[src/rtl/stopwatch_pkg.sv]
// Shared types and constants for the stopwatch command/sequencing controller.
package stopwatch_pkg;

   typedef enum logic [1:0] {
      ST_RST  = 2'd0,
      ST_RUN  = 2'd1,
      ST_LAP  = 2'd2,
      ST_HALT = 2'd3
   } ctrl_state_e;

   typedef enum logic [1:0] {
      SC_SCAN     = 2'd0,
      SC_DEBOUNCE = 2'd1,
      SC_RELEASE  = 2'd2
   } scan_state_e;

   localparam logic [3:0] KEY_A = 4'hA;
   localparam logic [3:0] KEY_B = 4'hB;
   localparam logic [3:0] KEY_C = 4'hC;
   localparam logic [3:0] KEY_D = 4'hD;
   localparam logic [3:0] KEY_E = 4'hE;
   localparam logic [3:0] KEY_F = 4'hF;

   localparam logic [3:0] ROWS_IDLE = 4'hF;
   localparam logic [3:0] COL_RESET = 4'b1110;

   // Active-low column drive for column index col.
   function automatic logic [3:0] col_drive(input logic [1:0] col);
      return ~(4'b0001 << col);
   endfunction

   // Lowest-index active-low row wins when several are down.
   function automatic logic [1:0] lowest_row(input logic [3:0] pat);
      if (!pat[0])      return 2'd0;
      else if (!pat[1]) return 2'd1;
      else if (!pat[2]) return 2'd2;
      else              return 2'd3;
   endfunction

   function automatic logic [3:0] key_map(input logic [1:0] col, input logic [1:0] row);
      if (col == 2'd3) begin
         return KEY_A + {2'b00, row};
      end else if (row == 2'd3) begin
         case (col)
            2'd0:    return KEY_E;
            2'd1:    return 4'h0;
            default: return KEY_F;
         endcase
      end else begin
         return 4'({2'b00, row} * 4'd3 + {2'b00, col} + 4'd1);
      end
   endfunction

endpackage

[src/rtl/keypad_scanner.sv]
// 4x4 keypad scanner: row synchronizer, column scan, debounce and key decode.
module keypad_scanner
   import stopwatch_pkg::*;
#(
   parameter int unsigned SCAN_CYCLES     = 500000,
   parameter int unsigned DEBOUNCE_CYCLES = 250000
) (
   input  logic       clock,
   input  logic       reset_n,
   input  logic [3:0] linhas,
   output logic [3:0] colunas,
   output logic [3:0] key_code,
   output logic       key_valid
);

   localparam int unsigned CNT_MAX = (SCAN_CYCLES > DEBOUNCE_CYCLES) ? SCAN_CYCLES : DEBOUNCE_CYCLES;
   localparam int unsigned CNT_W   = (CNT_MAX > 1) ? $clog2(CNT_MAX) : 1;
   localparam logic [CNT_W-1:0] SCAN_LAST = CNT_W'(SCAN_CYCLES - 1);
   localparam logic [CNT_W-1:0] DEB_LAST  = CNT_W'(DEBOUNCE_CYCLES - 1);

   scan_state_e      state_q, state_d;
   logic [CNT_W-1:0] cnt_q, cnt_d;
   logic [1:0]       col_q, col_d;
   logic [3:0]       pat_q, pat_d;
   logic [3:0]       code_q, code_d;
   logic             valid_q, valid_d;
   logic [3:0]       colunas_q;
   logic [3:0]       sync1_q, rs_q;

   // Two-flop synchronizer on the asynchronous row inputs.
   always_ff @(posedge clock or negedge reset_n) begin
      if (!reset_n) begin
         sync1_q <= ROWS_IDLE;
         rs_q    <= ROWS_IDLE;
      end else begin
         sync1_q <= linhas;
         rs_q    <= sync1_q;
      end
   end

   always_ff @(posedge clock or negedge reset_n) begin
      if (!reset_n) begin
         state_q   <= SC_SCAN;
         cnt_q     <= '0;
         col_q     <= 2'd0;
         pat_q     <= ROWS_IDLE;
         code_q    <= 4'h0;
         valid_q   <= 1'b0;
         colunas_q <= COL_RESET;
      end else begin
         state_q   <= state_d;
         cnt_q     <= cnt_d;
         col_q     <= col_d;
         pat_q     <= pat_d;
         code_q    <= code_d;
         valid_q   <= valid_d;
         colunas_q <= col_drive(col_d);
      end
   end

   always_comb begin
      state_d = state_q;
      cnt_d   = cnt_q;
      col_d   = col_q;
      pat_d   = pat_q;
      code_d  = code_q;
      valid_d = 1'b0;
      case (state_q)
         SC_SCAN: begin
            if (rs_q != ROWS_IDLE) begin
               pat_d   = rs_q;
               cnt_d   = '0;
               state_d = SC_DEBOUNCE;
            end else if (cnt_q == SCAN_LAST) begin
               cnt_d = '0;
               col_d = col_q + 2'd1;
            end else begin
               cnt_d = cnt_q + CNT_W'(1);
            end
         end
         SC_DEBOUNCE: begin
            if (rs_q == ROWS_IDLE) begin
               cnt_d   = '0;
               state_d = SC_SCAN;
            end else if (rs_q != pat_q) begin
               pat_d = rs_q;
               cnt_d = '0;
            end else if (cnt_q == DEB_LAST) begin
               valid_d = 1'b1;
               code_d  = key_map(col_q, lowest_row(pat_q));
               cnt_d   = '0;
               state_d = SC_RELEASE;
            end else begin
               cnt_d = cnt_q + CNT_W'(1);
            end
         end
         SC_RELEASE: begin
            // Only a continuous all-high stretch counts as a release.
            if (rs_q != ROWS_IDLE) begin
               cnt_d = '0;
            end else if (cnt_q == DEB_LAST) begin
               cnt_d   = '0;
               state_d = SC_SCAN;
            end else begin
               cnt_d = cnt_q + CNT_W'(1);
            end
         end
         default: begin
            cnt_d   = '0;
            state_d = SC_SCAN;
         end
      endcase
   end

   assign colunas   = colunas_q;
   assign key_code  = code_q;
   assign key_valid = valid_q;

endmodule

[src/rtl/stopwatch_ctrl.sv]
// Stopwatch controller: keypad front end, RST/RUN/LAP/HALT control FSM and gated 10 Hz tick.
module stopwatch_ctrl
   import stopwatch_pkg::*;
#(
   parameter int unsigned SCAN_CYCLES     = 500000,
   parameter int unsigned DEBOUNCE_CYCLES = 250000,
   parameter int unsigned TICK_CYCLES     = 5000000
) (
   input  logic       clock,
   input  logic       reset_n,
   input  logic [3:0] linhas,
   output logic [3:0] colunas,
   output logic [3:0] key_code,
   output logic       key_valid,
   output logic [1:0] curr_state,
   output logic       clear,
   output logic       count_en,
   output logic       freeze,
   output logic       tick,
   output logic [3:0] led_state
);

   localparam int unsigned TICK_W = (TICK_CYCLES > 1) ? $clog2(TICK_CYCLES) : 1;
   localparam logic [TICK_W-1:0] TICK_LAST = TICK_W'(TICK_CYCLES - 1);

   logic [3:0]  kp_code;
   logic        kp_valid;

   ctrl_state_e state_q, state_d;
   logic        clear_q, count_en_q, freeze_q, tick_q, tick_d;
   logic [3:0]  led_q;
   logic [TICK_W-1:0] tick_cnt_q, tick_cnt_d;

   keypad_scanner #(
      .SCAN_CYCLES     (SCAN_CYCLES),
      .DEBOUNCE_CYCLES (DEBOUNCE_CYCLES)
   ) u_scanner (
      .clock     (clock),
      .reset_n   (reset_n),
      .linhas    (linhas),
      .colunas   (colunas),
      .key_code  (kp_code),
      .key_valid (kp_valid)
   );

   always_ff @(posedge clock or negedge reset_n) begin
      if (!reset_n) begin
         state_q    <= ST_RST;
         clear_q    <= 1'b1;
         count_en_q <= 1'b0;
         freeze_q   <= 1'b0;
         led_q      <= 4'b0001;
         tick_cnt_q <= '0;
         tick_q     <= 1'b0;
      end else begin
         state_q    <= state_d;
         clear_q    <= (state_d == ST_RST);
         count_en_q <= (state_d == ST_RUN) || (state_d == ST_LAP);
         freeze_q   <= (state_d == ST_LAP);
         led_q      <= 4'b0001 << state_d;
         tick_cnt_q <= tick_cnt_d;
         tick_q     <= tick_d;
      end
   end

   // Control FSM reacts only to command keys on an accepted key event.
   always_comb begin
      state_d = state_q;
      if (kp_valid) begin
         case (kp_code)
            KEY_A: state_d = ST_RST;
            KEY_B: state_d = ST_RUN;
            KEY_C: if (state_q == ST_RUN) state_d = ST_LAP;
            KEY_D: if ((state_q == ST_RUN) || (state_q == ST_LAP)) state_d = ST_HALT;
            default: ;
         endcase
      end
   end

   // Prescaler holds its phase while disabled so HALT->RUN resumes mid-period.
   always_comb begin
      tick_cnt_d = tick_cnt_q;
      tick_d     = 1'b0;
      if (clear_q) begin
         tick_cnt_d = '0;
      end else if (count_en_q) begin
         if (tick_cnt_q == TICK_LAST) begin
            tick_cnt_d = '0;
            tick_d     = 1'b1;
         end else begin
            tick_cnt_d = tick_cnt_q + TICK_W'(1);
         end
      end
   end

   assign key_code   = kp_code;
   assign key_valid  = kp_valid;
   assign curr_state = state_q;
   assign clear      = clear_q;
   assign count_en   = count_en_q;
   assign freeze     = freeze_q;
   assign tick       = tick_q;
   assign led_state  = led_q;

endmodule

[config.mk]
export PLATFORM = sky130hd
export DESIGN_NAME = stopwatch_ctrl
export DESIGN_NICKNAME = d
export VERILOG_FILES = /design/src/rtl/stopwatch_pkg.sv /design/src/rtl/keypad_scanner.sv /design/src/rtl/stopwatch_ctrl.sv
export SDC_FILE = /design/constraint.sdc
export NUM_CORES = 1
export LEC_CHECK = 0
export CAP_MARGIN = 20
export CORE_ASPECT_RATIO = 1.1
export CORE_MARGIN = 3
export CORE_UTILIZATION = 49
export CTS_CLUSTER_DIAMETER = 120
export CTS_CLUSTER_SIZE = 12
export DETAILED_ROUTE_END_ITERATION = 8
export MAX_ROUTING_LAYER = met4
export PLACE_DENSITY_LB_ADDON = 0.2
export SLEW_MARGIN = 20
export SYNTH_ARGS = -nofsm -noshare
export SYNTH_HDL_FRONTEND = slang
export SYNTH_HIERARCHICAL = 1
export SYNTH_SLANG_ARGS = --single-unit
export TNS_END_PERCENT = 100
[constraint.sdc]
create_clock -name clock -period 7.3 [get_ports clock]
set_input_delay 1.46 -clock clock [delete_from_list [all_inputs] [get_ports clock]]
set_output_delay 1.46 -clock clock [all_outputs]
set_load 0.01 [all_outputs]
==> reports/metrics.csv, run 1 <==
metric,value,unit
crit_path_cell_trace,clkdlybuf4s50_1,
dr.pass1.iters,4,
grt_pass1_vias,2639,
cts_sinks,75,
r2r_cells,10,
top_usage_layer,met2,
seq_area_frac_synth,49.48,%
grt-ovfl-total,0,
p_leak,1.867,nW
fin_skew,7.179,ps
fin_tns_setup,0,ps
setup_viol,0,
min_path_cells,0,
final_cell_mix,"dfrtp_1 (59), nor2_1 (43), nand2_1 (23), clkdlybuf4s50_1 (23), xor2_1 (22)",
cpLargestDelayFamily,flip-flops,
postRouteAntennaNets,0,
gp_congestion,0.8290,
final_common_cell,dfrtp_1,
cap_violations,0,
syn_area,3834,um^2
dp_hpwl,4618,um
clkTransAtPathRegs,80,ps
grt_max_degree,76,
crit_fanout,6,
viasPerCell,5.302,
fmax,341.1,MHz
ys_ff_latch,75,
vias,2614,
period_needed,2932,ps
status,"complete, no violations",
async_flop_share,100.0,%
dpl_cell_area,4130,um^2
rsz0062_at_grt,false,
critPathKind,reg -> out,
htreeDepth,3,
tightest_slew,1088,ps
cts_tree,done,
port_buffers,24,
die_w,90.34,um
hp-class,reg -> reg,
ys_warn_count,6,
worst-path-stages,1,
power.density,194.1,nW/um^2
total_power,0.8517,mW
grt_pass1_wl,12000,um
floorplan.rows,33,
cts_hold_buffers,0,
multiInputGateArea,1807,um^2
vdd_drop_max,0.1328,mV
routedWlPerCell,13.75,um
nFillCells,661,
met2_usage,27.82,%
maxSlewHeadroom,27.20,%
antenna_found_initial,0,
grt.total_usage,17.18,%
syn_to_final_growth,14.43,%
drive_gt1_share,14.69,%
max-clock-path-buffers,2,
final_cell_area,4387,um^2
ios,25,
cp.required,5840,ps
cts_buffers,9,
cts_setup_buffers,0,
crit_arrival,1470,ps
routed_wl,6781,um
die_h,98.77,um
fin_nets,402,
netlist-cell-type-count,54,
synth-edff-count,0,
clock_latency,350,ps
seq_area,1897,um^2
slowest_stage,dfstp_2,
endpoint_kind,output port,
coreArea,7515,um^2
cp_num_buf_inv,1,
root_buffer,clkbuf_8,
initial_core_util,51.02,%
dieArea,8922,um^2
grt_use_met3,3.817,%
remaining_drc_errors,0,
finalHoldViolations,0,
drtIter0Drc,110,
synth_cells,357,
avgSynthCellArea,10.74,um^2
cts_resized,0,
antennaDiodeCount,0,
syn_nets,376,
use_met1,20.47,%
finalMaxSlewViolations,0,
min_period_over_period,40.16,%
cpPeakStageDelay,580,ps
synthFlopType,dfrtp_1,
cp-start-kind,flip-flop,
==> cells in the mapped netlist (7+ instances only) <==
| cell | count | area share [%] |
|---|---|---|
| o21ai_0 | 10 | 1.3 |
| mux2i_1 | 7 | 1.8 |
| nor2_1 | 43 | 4.2 |
| nand4_1 | 15 | 2.4 |
| dfrtp_1 | 59 | 39 |
| inv_1 | 17 | 1.7 |
| dfstp_2 | 16 | 11 |
| xnor2_1 | 14 | 3.2 |
| nand3_1 | 19 | 2.5 |
| nor2b_1 | 8 | 1.3 |
| xor2_1 | 22 | 5.0 |
| ha_1 | 11 | 3.6 |
| nand2_1 | 23 | 2.3 |
| a21oi_1 | 14 | 1.8 |
==> cell families (layout without fill, tap and decap cells) <==
kind of cell               Yosys count  after routing  share of synthesized area [%]
AOI/OAI and AO/OA                   40             40                          7.148
adders and majority gates           13             13                          4.634
muxes                               15             15                          4.373
DFF                                 75             75                          49.48
xor gates and xnor gates            36             36                          8.224
and+or+nand+nor                    152            152                          22.58
buffers and inverters               26             57                          3.557
==> sequential cells by signal (all words and copies together), names as in the netlist <==
register / cells
u_scanner/state_q: 2
tick: 1
u_scanner/pat_q: 4
u_scanner/key_valid: 1
tick_cnt_q: 23
led_state: 3
u_scanner/cnt_q: 19
u_scanner/colunas: 4
u_scanner/key_code: 4
u_scanner/col_q: 2
count_en: 1
u_scanner/sync1_q: 4
curr_state: 2
u_scanner/rs_q: 4
clear: 1
==> cell type report <==
cell class              count  share of cell area [%]
repair buffers             24                   5.419
inverters                  17                   1.455
multi-input cells         256                   41.19
well taps                 105                   2.995
clock inverters             5                   2.253
clock buffers              11                   3.451
flip-flops and latches     75                   43.24
==> routing by layer <==
| metal | up-vias | routed length [um] | share of wire [%] |
|---|---|---|---|
| li1 | 1299 | - | - |
| met1 | 1275 | 3129 | 46 |
| met2 | 30 | 3363 | 50 |
| met3 | 10 | 195 | 2.9 |
| met4 | 0 | 93 | 1.4 |
| met5 | - | 0 | 0 |
==> report_power, final <==
group	switching [mW]	internal, mW
Sequential	0.00332	0.423
Combinational	0.0204	0.0124
Clock	0.149	0.244
Total	0.172	0.679
==> metrics by stage <==
| step | hold WS, ps | util (%) | setup WS (ps) | instances |
|---|---|---|---|---|
| after detailed placement | 347.0 | 54.96 | 4741 | 477 |
| after CTS | 357.1 | 58.29 | 4346 | 493 |
| after global placement | 345.6 | 54.96 | 4739 | 477 |
| after floorplan | 345.2 | - | 4884 | 357 |
| after global routing | 360.6 | 58.38 | 4313 | 493 |
| final | 356.2 | 58.38 | 4368 | 493 |
==> path summary, 6_finish.rpt <==
check,start,end,slack [ps]
worst min register to register,u_scanner/sync1_q[0],u_scanner/rs_q[0],360
worst max-delay path,clear,led_state[0],4370
worst max register to register,u_scanner/pat_q[1],u_scanner/key_code[3],4800
worst min-delay path,u_scanner/sync1_q[0],u_scanner/rs_q[0],360
max in group asynchronous,reset_n,count_en,5470
min in group asynchronous,reset_n,tick_cnt_q[3],1210
(Power assumes the default switching activity.)
==> run 2: changes to the inputs <==
==> constraint.sdc (replaced) <==
create_clock -name clock -period 3 [get_ports clock]
set_input_delay 0.6 -clock clock [delete_from_list [all_inputs] [get_ports clock]]
set_output_delay 0.6 -clock clock [all_outputs]
set_load 0.01 [all_outputs]
==> run 2 against run 1 <==
- critical path depth is 8 higher
- sequential power is 140% higher
- clock skew is 2.8 ps higher
- via count is 1.8% higher
- critical endpoint is now u_scanner/key_code[2]
- critical path type is now reg -> reg
- largest power group unchanged
- routed wire length is 0.40% higher
- first-iteration DRC count is 39% lower
==> reports/metrics.csv, run 2 (synthesis results as in run 1) <==
metric,value,unit,change
coreArea,7515,um^2,unchanged
endpoint_kind,flip-flop,,
finalMaxSlewViolations,0,,unchanged
cts_hold_buffers,0,,unchanged
crit_fanout,4,,-2
min_period_over_period,84.28,%,
grt-ovfl-total,0,,unchanged
routed_wl,6808,um,+0.40%
hold_ws,357.2,ps,+1.004 ps
final_common_cell,dfrtp_1,,
routedWlPerCell,13.75,um,about the same
max-clock-path-buffers,2,,unchanged
nFillCells,656,,-0.76%
cpLargestDelayFamily,adder cells,,
clock_latency,350,ps,about the same
maxSlewHeadroom,40.18,%,+13 points
postRouteAntennaNets,0,,unchanged
fmax,395.5,MHz,
dieArea,8922,um^2,unchanged
drive_gt1_share,15.13,%,+0.44 points
final_cell_area,4344,um^2,-0.97%
cap_violations,0,,unchanged
tightest_slew,897.3,ps,-190.6 ps
top_regs,"tick_cnt_q (23), u_scanner/cnt_q (19)",,
die_h,98.77,um,unchanged
grt.total_usage,17.18,%,about the same
fin_nets,404,,+0.50%
crit_path_cell_trace,and2_1 -> inv_1 -> fa_1 -> inv_1 -> fa_1 -> xor2_1 -> o21ai_0 -> nand2_1 -> mux2_4,,
rsz0062_at_grt,false,,
antenna_found_initial,0,,unchanged
crit_arrival,2770,ps,+1300 ps
port_buffers,24,,unchanged
root_buffer,clkbuf_8,,
dr.pass1.iters,4,,unchanged
slowest_stage,dfstp_2,,
vdd_drop_max,0.3167,mV,+140%
critPathKind,reg -> reg,,
htreeDepth,3,,unchanged
grt_pass1_wl,12030,um,+0.28%
cp-start-kind,flip-flop,,
cts_resized,0,,unchanged
p_leak,1.843,nW,-1.3%
cts_setup_buffers,0,,unchanged
period_needed,2528,ps,
cts_tree,done,,
finalHoldViolations,0,,unchanged
gp_congestion,0.7912,,-4.6%
largest_register_ffs,23,,unchanged
fin_tns_setup,0,ps,unchanged
hp-class,reg -> reg,,
antennaDiodeCount,0,,unchanged
clkTransAtPathRegs,80,ps,about the same
ios,25,,unchanged
fin_skew,9.958,ps,+2.778 ps
regMostFlops,tick_cnt_q,,
cts_buffers,9,,unchanged
initial_core_util,51.02,%,unchanged
die_w,90.34,um,unchanged
dp_hpwl,4641,um,+0.51%
drtIter0Drc,67,,-39%
cp_num_buf_inv,2,,+1
grt_pass1_vias,2725,,+3.3%
cpPeakStageDelay,550,ps,-30 ps
dpl_cell_area,4145,um^2,+0.36%
cp.required,3240,ps,-2600 ps
status,"complete, no violations",,
cts_sinks,75,,unchanged
syn_to_final_growth,13.32,%,
viasPerCell,5.376,,+1.4%
setup_viol,0,,unchanged
vias,2661,,+1.8%
final_cell_mix,"dfrtp_1 (59), nor2_1 (43), nand2_1 (23), clkdlybuf4s50_1 (23), xor2_1 (22)",,
grt_max_degree,76,,unchanged
power.density,438.3,nW/um^2,+130%
floorplan.rows,33,,unchanged
remaining_drc_errors,0,,unchanged
## run 2: cell types whose count changed in the layout (fill, tap and decap cells not counted), sizes merged
cell / before / now
clkinvlp: 0 / 3
buf: 1 / 3
bufinv: 3 / 1
clkbuf: 11 / 9
inv: 17 / 19
clkinv: 2 / 1
## run 2: metal layers
metal	part of all wire, %	wire length (um)	GRT usage, %	vias up
li1	-	-	-	1301
met1	45	3086	19.51	1309
met2	50	3395	29.25	36
met3	2.3	159	3.130	15
met4	2.5	167	8.598	0
met5	0	0	-	-
## run 2: layout make-up
type / count / area (um^2) / area share, %
flip-flops and latches: 75 / 1897 / 43.66
multi-input cells: 256 / 1800 / 41.45
repair buffers: 26 / 252.7 / 5.818
well taps: 105 / 131.4 / 3.024
clock buffers: 9 / 123.9 / 2.851
clock inverters: 7 / 75.07 / 1.728
inverters: 17 / 63.81 / 1.469
## run 2: worst paths after layout
kind                                      startpoint                    end  slack (ps)  cells after the start
worst max register to register    u_scanner/pat_q[0]  u_scanner/key_code[2]         470                      9
worst min register to register  u_scanner/sync1_q[1]      u_scanner/rs_q[1]         360                      0
min in group asynchronous                    reset_n          tick_cnt_q[4]         370                      1
max in group asynchronous                    reset_n     u_scanner/col_q[0]        2050                      1
worst max-delay path              u_scanner/pat_q[0]  u_scanner/key_code[2]         470                      9
worst min-delay path            u_scanner/sync1_q[1]      u_scanner/rs_q[1]         360                      0
## run 2: per-stage QoR
step           cells  setup WS [ps]  total power [mW]  utilization, %
2_1_floorplan    357          583.6             1.102               -
3_3_place_gp     479          528.8             1.135           55.16
3_5_place_dp     479          469.0             1.139           55.16
4_1_cts          495          462.5             1.935           57.81
5_1_grt          495          314.3             1.995           57.81
6_report         495          471.5             1.904           57.81
## run 2: power breakdown
group	switching (mW)	internal, mW
registers	0.00791	1.03
clock network	0.399	0.388
logic	0.0501	0.0304
total	0.457	1.45
==> RTL change 1 (config.mk and constraints of run 2) <==
`SCAN_CYCLES` is set to 500000 in 2 places; all go to 250000.
--- a/src/rtl/keypad_scanner.sv
+++ b/src/rtl/keypad_scanner.sv
@@ -4,3 +4,3 @@
 #(
-   parameter int unsigned SCAN_CYCLES     = 500000,
+   parameter int unsigned SCAN_CYCLES     = 250000,
    parameter int unsigned DEBOUNCE_CYCLES = 250000
--- a/src/rtl/stopwatch_ctrl.sv
+++ b/src/rtl/stopwatch_ctrl.sv
@@ -4,3 +4,3 @@
 #(
-   parameter int unsigned SCAN_CYCLES     = 500000,
+   parameter int unsigned SCAN_CYCLES     = 250000,
    parameter int unsigned DEBOUNCE_CYCLES = 250000,
Formal check against the unedited RTL: same outputs for any inputs over 10 cycles, from zero or initial values and one cycle with reset_n low; that may be too few to reach the edited logic, so the function may still have changed.
==> RTL change 1 against run 2 <==
Combinational power down 4.0%. Non-clock buffer count up 1. Routed wire length increased by 3.1%. Via count grew 4.6%. Critical path type unchanged. Worst hold slack worse by 0.0014 ns. Critical path depth unchanged. Sequential cell count is 1 lower. Largest power group unchanged. Final area rose by 1.3%. Total power increased by 7.6%. Synthesized area fell by 0.42%. Count of clock-buffer cells in the layout up 1. Setup slack worse by 0.071 ns.
==> RTL change 1: results (changes against run 2) <==
pre-CTS setup slack=0.3957 ns (-0.07335 ns); DR vias=2783 (+4.6%); grt met2 use=0.2897 (-0.002874); Global Route met1 Usage=0.2042 (+0.009073); Post-Synth Adder-Cell Area=0.04654 (+0.0001975); Via density=5.566 (+3.5%); Metal-1 WL=3.141 mm (+1.8%); leak pwr=0.001752 uW (-5.0%); xor/xnor share of the synthesized area=0.06883 (-0.01342); 1st-iter DRT viols=78 (+16%); GP Congestion=0.7942 (+0.38%); vias in the first global route=2778 (+1.9%); dpl cells=484 (+1.0%); worst hold path type=primary input to async pin; multiplexer share of the synthesized area=0.05015 (+0.006414); hpwl dp=4.720 mm (+1.7%); final WL=7.022 mm (+3.1%); Post-Synthesis Cells=361 (+1.1%); fin nets=409 (+1.2%); Total GRT Usage=0.1734 (+0.001577); Area contributors post-synth=dfrtp_1 (38%), dfstp_2 (11%), xnor2_1 (4.4%), ha_1 (3.6%), nand3_1 (3.0%); Worst Path Arrival=2.82 ns (+0.05 ns); outcome=finished, final reports clean; wire length on met2=3.593 mm (+5.8%); most frequent cells after synthesis=dfrtp_1 (58), nor2_1 (28), nand2_1 (24); post-synthesis compound-gate area fraction=0.08292 (+0.01145); metal3 WL=186 microns (+17%); met3 Use GR=0.02824 (-0.003053); layout cell share with drive strength beyond 1=0.1367 (-0.01457); Max-Slew Margin vs Limit=0.3823 (-0.01950); syn_nets=380 (+1.1%)
==> RTL change 1: cell count changes after synthesis, sizes merged, moves of 3 or more <==
cell / run 2 / this run
nand3: 19 / 23
nor2b: 8 / 3
nor3: 6 / 16
xor2: 22 / 11
a211oi: 2 / 6
clkbuf: 0 / 3
xnor2: 14 / 19
nor2: 43 / 28
buf: 9 / 6
or4: 0 / 4
and4: 2 / 5
nor4: 7 / 11
==> RTL change 1: final timing paths <==
check	end	slack, ns	cells past startpoint
setup reg to reg	u_scanner/key_code[2]$_DFFE_PN0P_	0.40	9
hold / removal	tick_cnt_q[4]$_DFFE_PN0P_	0.36	1
min in group clock	u_scanner/rs_q[0]$_DFF_PN1_	0.36	0
setup / recovery	u_scanner/key_code[2]$_DFFE_PN0P_	0.40	9
hold reg to reg	u_scanner/rs_q[0]$_DFF_PN1_	0.36	0
max in group asynchronous	u_scanner/cnt_q[2]$_DFF_PN0_	2.01	1
==> RTL change 1: area by class of cell <==
cell class | count | area, sq um
Clock inverter | 6 | 113.9
Timing Repair Buffer | 27 | 260.3
Fill cell | 647 | 3115
Sequential cell | 74 | 1872
Clock buffer | 10 | 137.6
Inverter | 18 | 67.56
Multi-Input combinational cell | 260 | 1817
Tap cell | 105 | 131.4
==> RTL change 1: kinds of logic after synthesis <==
logic type / Yosys count
XOR/XNOR: 30
multiplexers: 18
buffers and inverters: 27
adder cells (fa/ha/maj): 13
AO/OA/AOI/OAI: 47
AND/OR/NAND/NOR: 152
flip-flops: 74
==> RTL change 1: critical path, cell delays in order (launching register included) <==
cell,delay [ns]
dfstp_2,0.56
and2_1,0.21
inv_1,0.09
fa_1,0.50
inv_1,0.07
fa_1,0.41
xor2_1,0.15
o21ai_0,0.14
nand2_1,0.07
mux2_1,0.28
==> RTL change 2 (config.mk and constraints of run 2) <==
Without the edit above. The output `led_state` loses its register stage (`led_q` becomes a continuous assignment).
--- a/src/rtl/stopwatch_ctrl.sv
+++ b/src/rtl/stopwatch_ctrl.sv
@@ -51,3 +51,2 @@
          freeze_q   <= 1'b0;
-         led_q      <= 4'b0001;
          tick_cnt_q <= '0;
@@ -59,3 +58,2 @@
          freeze_q   <= (state_d == ST_LAP);
-         led_q      <= 4'b0001 << state_d;
          tick_cnt_q <= tick_cnt_d;
@@ -64,2 +62,4 @@
    end
+
+   assign led_q = 4'b0001 << state_d;
 
Function: same outputs for any inputs over 10 cycles, from zero or initial values and one cycle with reset_n low; that may be too few to reach the edited logic, so the function may still have changed.
==> RTL change 2 against run 2 <==
Sequential share of layout area shrank 1.1 points. Synthesized cell count grew 2.8%. Routed wire length is 0.50% higher. Final area barely moved. Synthesized area shrank 0.75%. Total power down 3.6%. Sequential cell count is 2 lower. Setup slack lost 0.32 ns. Highest routed layer unchanged.
==> RTL change 2: results (changes against run 2) <==
pre-CTS setup slack=0.4618 ns (-0.007250 ns); Post-DP Area=4143 sq um (about the same); dpl cells=489 (+2.1%); Post-Synthesis Cells=367 (+2.8%); Total GRT Usage=0.1745 (+0.002705); outcome=finished, final reports clean; Worst Path Arrival=2.25 ns (-0.52 ns); GP Congestion=0.7956 (+0.56%); Max Fanout on Critical Path=8 (+4); Seq/Total Area, Yosys=0.4854 (-0.009411); metal3 WL=220 microns (+38%); clk buf depth=2 (unchanged); Fmax achieved=350.8 MHz (-11%); P_int=1360 uW (-6.0%); WL per Instance=13.52 microns (-1.7%); leak pwr=0.001765 uW (-4.2%); Setup Skew=0.007707 ns (-0.002251 ns); Slew @ Worst Pin=0.8659 ns (-0.03141 ns); Yosys cell types=56 (+3.7%); fin nets=415 (+2.7%); Metal-1 WL=3.311 mm (+7.3%); worst setup path endpoint=led_state[2]; 1st-iter DRT viols=112 (+67%); peak supply drop=0.3806 mV (+20%); worst hold path type=primary input to async pin; wire length on met2=3.198 mm (-5.8%); first-pass GRT wire length=12.51 mm (+4.0%); vias in the first global route=2760 (+1.3%); syn_nets=386 (+2.7%)
RTL change 2: changes by cell type after synthesis, sizes merged, moves of 5 or more:
| cell | delta |
|---|---|
| o21ai | +11 |
| a21oi | -8 |
| or4 | +7 |
| buf | -5 |
| mux2i | -5 |
RTL change 2: worst max-delay path, stage by stage (launching register included):
cell	delay [ns]
dfrtp_1	0.47
nand3_1	0.12
o31a_1	0.25
o211ai_1	0.19
buf_4	0.16
ha_1	0.18
clkdlybuf4s50_1	0.54
RTL change 2: layer usage:
layer,up-vias,GRT usage
met5,-,-
met3,10,0.03206
li1,1362,-
met4,0,0.07420
met2,42,0.2776
met1,1369,0.2209
RTL change 2: cell type report:
cell class                 count  area (sq um)
clock buffer                   9         123.9
clock inverter                 7         66.31
inverter                      17         63.81
sequential                    73          1847
timing repair buffer          26         262.8
multi-input combinational    269          1846
tap                          105         131.4
fill                         669          3174
RTL change 2: power groups by stage:
stage	Sequential [uW]	Clock, uW	Combinational, uW
finish	1010	743	81.9
global route	1010	816	97.0
CTS	1010	773	85.0
detailed placement	1030	0	84.9
global placement	1030	0	82.0
floorplan	1030	0	48.3
RTL change 2: per-stage QoR:
step             util  hold slack (ns)
6_report       0.5776           0.3081
5_1_grt        0.5776           0.3413
4_1_cts        0.5766           0.3117
3_5_place_dp   0.5513           0.3469
3_3_place_gp   0.5513           0.3460
2_1_floorplan       -           0.3044
RTL change 2: kinds of logic (layout without fill, tap and decap cells):
group / Yosys count / after routing / share of synthesized area
AO/OA/AOI/OAI: 52 / 52 / 0.09208
AND/OR/NAND/NOR: 160 / 160 / 0.2378
buffers and inverters: 25 / 59 / 0.02959
adder cells (fa/ha/maj): 13 / 13 / 0.04670
multiplexers: 9 / 9 / 0.02795
XOR/XNOR: 35 / 35 / 0.08056
flip-flops: 73 / 73 / 0.4854
